`config.mk`:
```
export PLATFORM = sky130hd
export DESIGN_NAME = usr_serial_deserializer_flat
export DESIGN_NICKNAME = d
export VERILOG_FILES = /design/src/rtl/usr_serial_deserializer_if.sv /design/src/rtl/usr_serial_deserializer.sv /design/src/flat_wrapper.sv
export SDC_FILE = /design/constraint.sdc
export NUM_CORES = 1
export LEC_CHECK = 0
export ABC_AREA = 1
export BUFFER_PORTS_ARGS = -buffer_cell sky130_fd_sc_hd__buf_2
export CORE_MARGIN = 5
export CORE_UTILIZATION = 25
export DETAILED_ROUTE_END_ITERATION = 6
export PLACE_DENSITY = 0.47
export RECOVER_POWER = 50
export SKIP_CTS_REPAIR_TIMING = 1
export SLEW_MARGIN = 20
export SYNTH_ARGS = -nofsm -noshare
export SYNTH_HDL_FRONTEND = slang
export SYNTH_SLANG_ARGS = --single-unit
```
`constraint.sdc`:
```
create_clock -name clock -period 1.3 [get_ports clock]
set_input_delay 0.26 -clock clock [delete_from_list [all_inputs] [get_ports clock]]
set_output_delay 0.26 -clock clock [all_outputs]
set_load 0.05 [all_outputs]
```
`src/rtl/usr_serial_deserializer_if.sv`:
```
`default_nettype none
// ============================================================================
// Module      : usr_serial_deserializer_if
// Description : Serial-in / parallel-out bundle for the USR link receiver.
// Revision    : 1.0  initial release
// ============================================================================
interface usr_serial_deserializer_if #(
    parameter int WIDTH = 4,
    parameter int CNT_W = $clog2(WIDTH + 1)
);
    logic             serial_in;
    logic             serial_valid;
    logic             lsb_first;
    logic             abort;
    logic             out_ready;
    logic             clear_ovr;
    logic [WIDTH-1:0] data_out;
    logic             data_valid;
    logic             busy;
    logic [CNT_W-1:0] bit_count;
    logic             overrun;

    modport master (
        output serial_in, serial_valid, lsb_first, abort, out_ready, clear_ovr,
        input  data_out, data_valid, busy, bit_count, overrun
    );

    modport slave (
        input  serial_in, serial_valid, lsb_first, abort, out_ready, clear_ovr,
        output data_out, data_valid, busy, bit_count, overrun
    );
endinterface
`default_nettype wire

```
`src/rtl/usr_serial_deserializer.sv`:
```
`default_nettype none
// ============================================================================
// Module      : usr_serial_deserializer
// Description : Rebuilds parallel words from a USR serial stream (MSB- or
//               LSB-first) into a one-entry valid/ready output register.
// Revision    : 1.0  initial release
// ============================================================================
module usr_serial_deserializer #(
    parameter int WIDTH = 4,
    parameter int CNT_W = $clog2(WIDTH + 1)
) (
    input  wire logic               clock,
    input  wire logic               reset,
    usr_serial_deserializer_if.slave bus
);

    typedef enum logic [0:0] {
        ST_IDLE    = 1'b0,
        ST_COLLECT = 1'b1
    } state_t;

    state_t           r_state;
    logic [WIDTH-1:0] r_sh;
    logic [CNT_W-1:0] r_cnt;
    logic             r_order;
    logic [WIDTH-1:0] r_dout;
    logic             r_valid;
    logic             r_ovr;

    state_t           w_state_nxt;
    logic [WIDTH-1:0] w_sh_nxt;
    logic [CNT_W-1:0] w_cnt_nxt;
    logic             w_order_nxt;
    logic [WIDTH-1:0] w_dout_nxt;
    logic             w_valid_nxt;
    logic             w_ovr_nxt;
    logic             w_order_use;
    logic [WIDTH-1:0] w_shifted;

    // The first bit of a frame uses the live order input; later bits use the latched one.
    assign w_order_use = (r_state == ST_IDLE) ? bus.lsb_first : r_order;
    assign w_shifted   = w_order_use ? {bus.serial_in, r_sh[WIDTH-1:1]}
                                     : {r_sh[WIDTH-2:0], bus.serial_in};

    always_comb begin
        w_state_nxt = r_state;
        w_sh_nxt    = r_sh;
        w_cnt_nxt   = r_cnt;
        w_order_nxt = r_order;
        w_dout_nxt  = r_dout;
        w_valid_nxt = r_valid & ~bus.out_ready;
        w_ovr_nxt   = r_ovr & ~bus.clear_ovr;

        case (r_state)
            ST_IDLE: begin
                if (!bus.abort && bus.serial_valid) begin
                    w_order_nxt = bus.lsb_first;
                    w_sh_nxt    = w_shifted;
                    w_cnt_nxt   = CNT_W'(1);
                    w_state_nxt = ST_COLLECT;
                end
            end
            ST_COLLECT: begin
                if (bus.abort) begin
                    w_cnt_nxt   = '0;
                    w_state_nxt = ST_IDLE;
                end else if (bus.serial_valid) begin
                    w_sh_nxt = w_shifted;
                    if (r_cnt == CNT_W'(WIDTH - 1)) begin
                        w_cnt_nxt   = '0;
                        w_state_nxt = ST_IDLE;
                        // A word still held and not being taken this edge forces a drop.
                        if (!r_valid || bus.out_ready) begin
                            w_dout_nxt  = w_shifted;
                            w_valid_nxt = 1'b1;
                        end else begin
                            w_ovr_nxt = 1'b1;
                        end
                    end else begin
                        w_cnt_nxt = r_cnt + CNT_W'(1);
                    end
                end
            end
            default: begin
                w_cnt_nxt   = '0;
                w_state_nxt = ST_IDLE;
            end
        endcase
    end

    always_ff @(posedge clock or negedge reset) begin
        if (!reset) begin
            r_state <= ST_IDLE;
            r_sh    <= '0;
            r_cnt   <= '0;
            r_order <= 1'b0;
            r_dout  <= '0;
            r_valid <= 1'b0;
            r_ovr   <= 1'b0;
        end else begin
            r_state <= w_state_nxt;
            r_sh    <= w_sh_nxt;
            r_cnt   <= w_cnt_nxt;
            r_order <= w_order_nxt;
            r_dout  <= w_dout_nxt;
            r_valid <= w_valid_nxt;
            r_ovr   <= w_ovr_nxt;
        end
    end

    assign bus.data_out   = r_dout;
    assign bus.data_valid = r_valid;
    assign bus.busy       = (r_state == ST_COLLECT);
    assign bus.bit_count  = r_cnt;
    assign bus.overrun    = r_ovr;

endmodule
`default_nettype wire

```
`src/flat_wrapper.sv`:
```
// flat-port wrapper written by rule: the top's interface ports become plain ports
module usr_serial_deserializer_flat 
#(
    parameter int WIDTH = 4,
    parameter int CNT_W = $clog2(WIDTH + 1)
)
  (clock, reset, bus_serial_in, bus_serial_valid, bus_lsb_first, bus_abort, bus_out_ready, bus_clear_ovr, bus_data_out, bus_data_valid, bus_busy, bus_bit_count, bus_overrun);
  usr_serial_deserializer_if #(.WIDTH(WIDTH), .CNT_W(CNT_W)) bus_i ();
  input  wire logic clock;
  input  wire logic reset;
  input wire logic [$bits(bus_i.serial_in)-1:0] bus_serial_in;
  input wire logic [$bits(bus_i.serial_valid)-1:0] bus_serial_valid;
  input wire logic [$bits(bus_i.lsb_first)-1:0] bus_lsb_first;
  input wire logic [$bits(bus_i.abort)-1:0] bus_abort;
  input wire logic [$bits(bus_i.out_ready)-1:0] bus_out_ready;
  input wire logic [$bits(bus_i.clear_ovr)-1:0] bus_clear_ovr;
  output wire logic [$bits(bus_i.data_out)-1:0] bus_data_out;
  output wire logic [$bits(bus_i.data_valid)-1:0] bus_data_valid;
  output wire logic [$bits(bus_i.busy)-1:0] bus_busy;
  output wire logic [$bits(bus_i.bit_count)-1:0] bus_bit_count;
  output wire logic [$bits(bus_i.overrun)-1:0] bus_overrun;
  assign bus_i.serial_in = bus_serial_in;
  assign bus_i.serial_valid = bus_serial_valid;
  assign bus_i.lsb_first = bus_lsb_first;
  assign bus_i.abort = bus_abort;
  assign bus_i.out_ready = bus_out_ready;
  assign bus_i.clear_ovr = bus_clear_ovr;
  assign bus_data_out = bus_i.data_out;
  assign bus_data_valid = bus_i.data_valid;
  assign bus_busy = bus_i.busy;
  assign bus_bit_count = bus_i.bit_count;
  assign bus_overrun = bus_i.overrun;
  usr_serial_deserializer #(.WIDTH(WIDTH), .CNT_W(CNT_W)) u_core (.clock(clock), .reset(reset), .bus(bus_i));
endmodule
```
==> results of run 1 <==
-- placed cells by master, fill, tap and decap left out, types with 2 or more instances in the layout --
cell type	n
inv_2	2
dfrtp_2	3
dfrtp_1	12
nand2_1	40
nand2_2	2
nand3_1	11
clkbuf_4	4
inv_1	10
buf_2	15
-- routing by layer --
layer	GRT usage (%)	part of all wire, %	up-vias
met1	10.6	48	295
li1	-	-	332
met5	0	0	-
met4	5.45	0.87	0
met3	2.28	5.1	2
met2	13.1	46	11
-- kinds of logic after synthesis --
group	after synthesis	share of synthesized area (%)
AOI/OAI and AO/OA	5	3.98
adders and majority gates	1	1.73
buffers and inverters	12	6.23
DFF	15	51.9
and+or+nand+nor	58	36.2
-- power by group through the flow --
stage,sequential [mW],clock (mW),combinational [mW]
final,0.592,0.271,0.369
after CTS,0.591,0.277,0.369
after detailed placement,0.600,0,0.369
after floorplan,0.713,0,0.150
after global placement,0.599,0,0.366
after global routing,0.604,0.297,0.407
-- stage by stage --
stage | utilization [%] | instances
final | 32.3 | 144
after global routing | 32.3 | 144
after CTS | 31.8 | 143
after detailed placement | 30.8 | 139
after global placement | 30.8 | 139
after floorplan | - | 91
-- sequential cells by signal (all words and copies together) (netlist names) --
name / flops
u_core.r_order: 1
u_core.bus.overrun: 1
u_core.r_sh: 4
u_core.bus.bit_count: 3
u_core.bus.data_valid: 1
u_core.bus.data_out: 4
u_core.bus.busy: 1
-- area by class of cell --
type / count / area, um^2
clock buffer: 4 / 26.3
inverter: 12 / 45.0
fill: 299 / 1870
multi-input combinational: 64 / 303
sequential: 15 / 379
timing repair buffer: 18 / 97.6
tap: 31 / 38.8
-- path summary, 6_finish.rpt --
check / endpoint / cells after the start / slack (ns) / startpoint
max: bus_busy / 1 / 0.07 / u_core.bus.busy$_DFF_PN0_
min: u_core.bus.overrun$_DFF_PN0_ / 2 / 0.15 / bus_clear_ovr
max reg2reg: u_core.bus.data_out[3]$_DFFE_PN0P_ / 6 / 0.14 / u_core.bus.bit_count[0]$_DFFE_PN0P_
min reg2reg: u_core.bus.data_out[1]$_DFFE_PN0P_ / 2 / 0.49 / u_core.bus.data_out[1]$_DFFE_PN0P_
max in group asynchronous: u_core.bus.busy$_DFF_PN0_ / 2 / 0.58 / reset
min in group asynchronous: u_core.r_sh[0]$_DFFE_PN0P_ / 2 / 0.42 / reset
==> results.cfg, run 1 <==
[synth]
yosysTopAreaCell = dfrtp_1
synthFlopType = dfrtp_1
ys.warnings.count = 0
synth_area_um2 = 723
synth_seq_cells = 15
synth_top_area_share_pct = 51.9
ys_top_cells_by_area = dfrtp_1 52%, nand2_1 21%, nand3_1 7.6%
syn_nets = 100
synthMostInstantiatedCell = nand2_1
ys_seq_area_share_pct = 51.9
avgSynthCellArea_um2 = 7.95
synth_cell_types = 18
synth_edf_count = 0
ys_async_sr_fraction_pct = 100
synth_common_cells = 40 x nand2_1, 15 x dfrtp_1, 11 x nand3_1
netlist_instances = 91

[grt]
grt_usage_pct = 8.54
grt_pass1_vias = 608
grt_antenna_before_repair = 0
grt_pass1_wl_um = 2710
grt_max_degree = 16
overflow = 0

[final_layout]
areaGrowthSynthToFinish_pct = 23.0
drive_above_1_share_pct = 25.7
nets = 123
diodes = 0
fin_area_um2 = 890

[pwr]
power.share.combinational_pct = 30.0
internal_power_mw = 0.763
switchingPower_mw = 0.469
pwr-share-seq_pct = 48.1
switching_share_pct = 38.1
leakagePower_nw = 0.503
vdd_ir_drop_max_mv = 0.638
p_per_area_nw_per_um2 = 1380
power_mw = 1.23
p_clk_share_pct = 22.0

[routing]
drtIter0Drc = 26
wire_per_inst_um = 11.2
vias_per_cell = 4.44
antenna_left = 0
dr.pass1.iters = 4
wl_um = 1620
num_vias = 640
remaining_drc_errors = 0

[worst_setup_path]
critPathBufInv = 1
end_kind = output port
cp-start-kind = register
cpLargestDelayFamily = flip-flops
arrival_ns = 0.97
worstPathCellList = clkbuf_4
slowest_delay_ns = 0.46
cp_data_required_time_ns = 1.04
crit_fanout = 6
cp_slowest_cell = dfrtp_2
path_class = reg2out

[clocking]
tritoncts = yes
cts_buffer_depth = 2
cts_inserted_buffers = 3
htree_levels = 1
clkTransAtPathRegs_ns = 0.09
clock-root-buffer = clkbuf_4
clk_latency_ns = 0.28
clock-sinks = 15

[sta]
tns_ns = 0
rsz0062_at_grt = false
period_share_pct = 94.3
setup_viol = 0
fin_ws_ns = 0.0741
tightestPinTransition_ns = 0.384
clock_skew_ns = 0.00140
slew-limit-headroom_pct = 74.4
hold_violations = 0
period_minus_slack_ns = 1.23
timing.fmax_mhz = 816
worst_hold_slack_ns = 0.153
slew_violations = 0

[placed_design]
dpl.hpwl_um = 1280
placed_cell_area_um2 = 850
gp_congestion = 0.762
io_buffers = 17
post-place-ws_ns = 0.0893

[status]
status = finished clean

[floorplan]
dieHeight_um = 63.8
fp-row-count = 19
ioPinCount = 18
die-area_um2 = 4070
core_area_um2 = 2760
fp.dieW_um = 63.8
initial_utilization_pct = 26.2

[hold_path]
worstHoldPathType = in2reg

[job]
cap_violations = 0
(Power assumes the default switching activity.)
==> run 2: changes to the inputs <==
==> constraint.sdc (replaced) <==
create_clock -name clock -period 1.3 [get_ports clock]
set_input_delay 0.26 -clock clock [delete_from_list [all_inputs] [get_ports clock]]
set_output_delay 0.26 -clock clock [all_outputs]
set_load 0.01 [all_outputs]
==> run 2 against run 1 <==
Cell area shrank 1.3%. Sequential cell count is the same. Cell count is the same. Register-to-register slack is essentially flat. Clock skew grew 0.0037 ns. Critical path depth grew 5. Utilization shrank 0.41 points. Non-clock buffer count is the same. Highest routed layer unchanged. Sequential share of layout area grew 0.12 points. Setup slack gained 0.059 ns. Clock-buffer cell count is the same. Largest power group unchanged.
==> results.cfg, run 2 (same netlist as run 1, synthesis figures left out) <==
[status]
status = finished clean

[routing]
top_layer = met4
dr.pass1.iters = 3
wire_per_inst_um = 11.1
wl_um = 1600
dr_wl_met3_um = 69
num_vias = 634
antenna_left = 0
drtIter0Drc = 8
remaining_drc_errors = 0
met1_length_um = 759
vias_per_cell = 4.40
met2_length_um = 751

[sta]
hold_violations = 0
tns_ns = 0
setup_viol = 0
rsz0062_at_grt = false
clock_skew_ns = 0.00506
period_minus_slack_ns = 1.17
slew_violations = 0
worst_hold_slack_ns = 0.158
period_share_pct = 89.8
slew-limit-headroom_pct = 75.0
timing.fmax_mhz = 857
tightestPinTransition_ns = 0.375

[pwr]
internal_power_mw = 0.756
vdd_ir_drop_max_mv = 0.566
power.share.combinational_pct = 23.1
p_per_area_nw_per_um2 = 1270
switchingPower_mw = 0.357
switching_share_pct = 32.1
leakagePower_nw = 0.498
pwr-share-seq_pct = 52.9
p_clk_share_pct = 24.0

[hold_path]
hold_depth = 2
worstHoldPathType = in2reg
worstHoldStart = bus_clear_ovr
min_to = u_core.bus.overrun$_DFF_PN0_

[final_layout]
drive_above_1_share_pct = 20.4
final_cell_mix = 41 x nand2_1, 15 x dfrtp_1, 14 x buf_2, 11 x nand3_1, 10 x inv_1
final_util_pct = 31.9
nets = 123
diodes = 0
final_common_cell = nand2_1
areaGrowthSynthToFinish_pct = 21.5
fin_cells = 144

[placed_design]
gp_congestion = 0.781
io_buffers = 17
dpl.hpwl_um = 1230
dp_cells = 139

[clocking]
tritoncts = yes
cts_inserted_buffers = 3
htree_levels = 1
cts_buffer_depth = 2
clk_latency_ns = 0.28
clock-sinks = 15
clock-root-buffer = clkbuf_4
clkTransAtPathRegs_ns = 0.09

[worst_setup_path]
cp_slowest_cell = dfrtp_1
slowest_delay_ns = 0.39
reg2reg_depth = 6
regToRegSetupSlack_ns = 0.13
path_class = reg2reg
reg2reg_to = u_core.bus.data_out[2]$_DFFE_PN0P_
r2r-start = u_core.bus.bit_count[0]$_DFFE_PN0P_
crit_top_cell = nand2_1
end_kind = register
worstPathCellList = ha_1 -> nand3_1 -> inv_2 -> nand3_2 -> nand2_1 -> nand2_1
crit_fanout = 4
cp-start-kind = register
arrival_ns = 1.34
cp_data_required_time_ns = 1.47

[grt]
grt_antenna_before_repair = 0
grt_pass1_wl_um = 2970
grt_max_degree = 16
grt_usage_pct = 9.02
overflow = 0
grt_pass1_vias = 673

[floorplan]
fp.dieW_um = 63.8
core_area_um2 = 2760
initial_utilization_pct = 26.2
fp-row-count = 19
ioPinCount = 18
die-area_um2 = 4070
dieHeight_um = 63.8

[job]
cap_violations = 0
[run 2: how the worst max path moves through the flow]
stage,startpoint,to,slack [ns],cells after the start
global placement,u_core.bus.bit_count[0]$_DFFE_PN0P_,u_core.bus.data_out[1]$_DFFE_PN0P_,0.14,6
detailed placement,u_core.bus.bit_count[0]$_DFFE_PN0P_,u_core.bus.data_out[3]$_DFFE_PN0P_,0.11,6
global route,u_core.bus.bit_count[0]$_DFFE_PN0P_,u_core.bus.data_out[2]$_DFFE_PN0P_,0.04,6
floorplan,u_core.bus.bit_count[0]$_DFFE_PN0P_,u_core.bus.overrun$_DFF_PN0_,0.15,5
finish,u_core.bus.bit_count[0]$_DFFE_PN0P_,u_core.bus.data_out[2]$_DFFE_PN0P_,0.13,6
CTS,u_core.bus.bit_count[0]$_DFFE_PN0P_,u_core.bus.data_out[3]$_DFFE_PN0P_,0.08,6
[run 2: layout make-up]
| cell class | instances | area, um^2 |
|---|---|---|
| repair buffers | 18 | 92.6 |
| fillers | 299 | 1880 |
| inverters | 12 | 45.0 |
| well taps | 31 | 38.8 |
| clock buffers | 4 | 26.3 |
| multi-input cells | 64 | 300 |
| flip-flops and latches | 15 | 375 |
[run 2: per-stage QoR]
step                area, um^2  worst slack, ns  power [mW]
floorplan                  723            0.147       0.756
CTS                        873           0.0753        1.13
global placement           847            0.138       0.855
global route               878           0.0369        1.21
detailed placement         847            0.109       0.855
finish                     878            0.133        1.11
[run 2: metal layers]
layer,up-vias,track usage [%]
li1,334,-
met5,-,0
met3,2,1.93
met1,289,11.9
met2,9,14.4
met4,0,3.38
[run 2: worst max-delay path, delay by kind of cell (launching register included)]
| kind | cells | cell delay, ns |
|---|---|---|
| flops | 1 | 0.39 |
| simple gates | 4 | 0.38 |
| fa+ha+maj | 1 | 0.19 |
| buf+inv | 1 | 0.11 |
[run 2: power groups by stage]
stage / registers, mW / logic [mW] / clock network [mW]
floorplan: 0.605 / 0.151 / 0
global placement: 0.597 / 0.258 / 0
detailed placement: 0.598 / 0.257 / 0
CTS: 0.590 / 0.262 / 0.274
global route: 0.603 / 0.305 / 0.299
finish: 0.589 / 0.257 / 0.267
==> run 3: changes to the inputs <==
CTS_BUF_LIST = sky130_fd_sc_hd__clkbuf_8   (was unset)
==> run 3 against run 2 <==
Sequential share of layout area decreased by 0.95 points. Register-to-register slack about the same. Global-route usage is 0.18 points lower. Fmax increased by 0.17%. Largest power group unchanged. Clock power grew 37%. Combinational power about the same. Utilization rose by 0.73 points. Critical path depth unchanged.
==> results.cfg, run 3 (same netlist as run 1, synthesis figures left out) <==
[status]
status = finished clean

[routing]
antenna_left = 0
num_vias = 629
remaining_drc_errors = 0
wl_um = 1550
wire_per_inst_um = 10.8
dr.pass1.iters = 3
drtIter0Drc = 5
vias_per_cell = 4.37

[final_layout]
final_common_cell = nand2_1
nets = 123
register_area_um2 = 375
areaGrowthSynthToFinish_pct = 24.2
fin_cells = 144
final_util_pct = 32.6
diodes = 0
multi_input_area_um2 = 303
final_cell_mix = 40 x nand2_1, 15 x dfrtp_1, 13 x buf_2, 11 x inv_1, 11 x nand3_1
drive_above_1_share_pct = 20.4
fillers = 297

[grt]
grt_usage_pct = 8.84
grt_max_degree = 16
grt_pass1_vias = 668
overflow = 0
grt_antenna_before_repair = 0
grt_pass1_wl_um = 2940

[clocking]
clock-sinks = 15
tritoncts = yes
cts_inserted_buffers = 3
clock-root-buffer = clkbuf_8
clkTransAtPathRegs_ns = 0.07
htree_levels = 1
cts_buffer_depth = 2
clk_latency_ns = 0.24

[floorplan]
ioPinCount = 18
fp.dieW_um = 63.8
die-area_um2 = 4070
initial_utilization_pct = 26.2
core_area_um2 = 2760
fp-row-count = 19
dieHeight_um = 63.8

[sta]
slew_violations = 0
period_minus_slack_ns = 1.16
worst_hold_slack_ns = 0.198
slew-limit-headroom_pct = 75.2
tightestPinTransition_ns = 0.372
rsz0062_at_grt = false
clock_skew_ns = 0.00688
hold_violations = 0
setup_viol = 0
tns_ns = 0
timing.fmax_mhz = 858
period_share_pct = 89.6

[placed_design]
io_buffers = 17
dp_cells = 139
dpl.hpwl_um = 1230
gp_congestion = 0.781

[pwr]
vdd_ir_drop_max_mv = 0.627
power.share.combinational_pct = 21.1
switching_share_pct = 30.2
p_clk_share_pct = 30.2
internal_power_mw = 0.847
pwr-share-seq_pct = 48.6
p_per_area_nw_per_um2 = 1350
switchingPower_mw = 0.367
leakagePower_nw = 0.506

[worst_setup_path]
cp-start-kind = register
crit_top_cell = nand2_1
reg2reg_depth = 6
critPathCapture = u_core.bus.data_out[2]$_DFFE_PN0P_
reg2reg_to = u_core.bus.data_out[2]$_DFFE_PN0P_
cp_data_required_time_ns = 1.43
regToRegSetupSlack_ns = 0.14
crit_fanout = 4
r2r-start = u_core.bus.bit_count[0]$_DFFE_PN0P_
cp_slowest_cell = dfrtp_1
startpoint = u_core.bus.bit_count[0]$_DFFE_PN0P_
arrival_ns = 1.30
end_kind = register
worstPathCellList = ha_1 -> nand3_1 -> inv_2 -> nand3_2 -> nand2_1 -> nand2_1
slowest_delay_ns = 0.38
path_class = reg2reg

[job]
cap_violations = 0

[hold_path]
worstHoldPathType = in2reg
## run 3: cell count changes in the layout (fill, tap and decap cells not counted), sizes merged
cell,change
buf,-1
inv,+1
## run 3: worst max-delay path, delay by kind of cell (launching register included)
kind,cells,cell delay [ns]
flops,1,0.38
simple gates,4,0.38
fa+ha+maj,1,0.19
buf+inv,1,0.11
## run 3: final cells by class
cell class / instances / share of cell area (%)
clock buffers: 3 / 4.60
multi-input cells: 64 / 33.7
clock inverters: 1 / 0.418
repair buffers: 18 / 10.2
well taps: 31 / 4.32
inverters: 12 / 5.01
flip-flops and latches: 15 / 41.8
## run 3: metal layers
metal,vias to the layer above,part of all wire (%),GRT usage [%]
met5,-,0,0
met2,7,45,13.6
li1,330,-,-
met4,0,1.1,3.38
met3,2,4.2,1.93
met1,290,50,12.1
## run 3: how the worst min path moves through the flow
stage	end	cells after the start	slack (ns)	from
after floorplan	u_core.bus.bit_count[0]$_DFFE_PN0P_	0	-0.04	reset
after CTS	u_core.bus.bit_count[1]$_DFFE_PN0P_	1	-0.07	reset
final	u_core.bus.overrun$_DFF_PN0_	2	0.20	bus_clear_ovr
after detailed placement	u_core.bus.bit_count[1]$_DFFE_PN0P_	1	0.19	reset
after global routing	u_core.bus.overrun$_DFF_PN0_	2	0.20	bus_clear_ovr
after global placement	u_core.bus.bit_count[1]$_DFFE_PN0P_	1	0.19	reset
## run 3: power by group through the flow
stage                     clock network, mW  logic [mW]  registers (mW)
after detailed placement                  0       0.257           0.598
after global routing                  0.399       0.304           0.604
final                                 0.367       0.256           0.591
after global placement                    0       0.258           0.597
after CTS                             0.375       0.260           0.591
after floorplan                           0       0.151           0.605
## run 3: metrics by stage
stage / total power [mW] / setup slack (ns) / area, um^2
finish: 1.21 / 0.135 / 898
global route: 1.31 / 0.0450 / 898
CTS: 1.23 / 0.0845 / 892
detailed placement: 0.855 / 0.109 / 847
global placement: 0.855 / 0.138 / 847
floorplan: 0.756 / 0.147 / 723
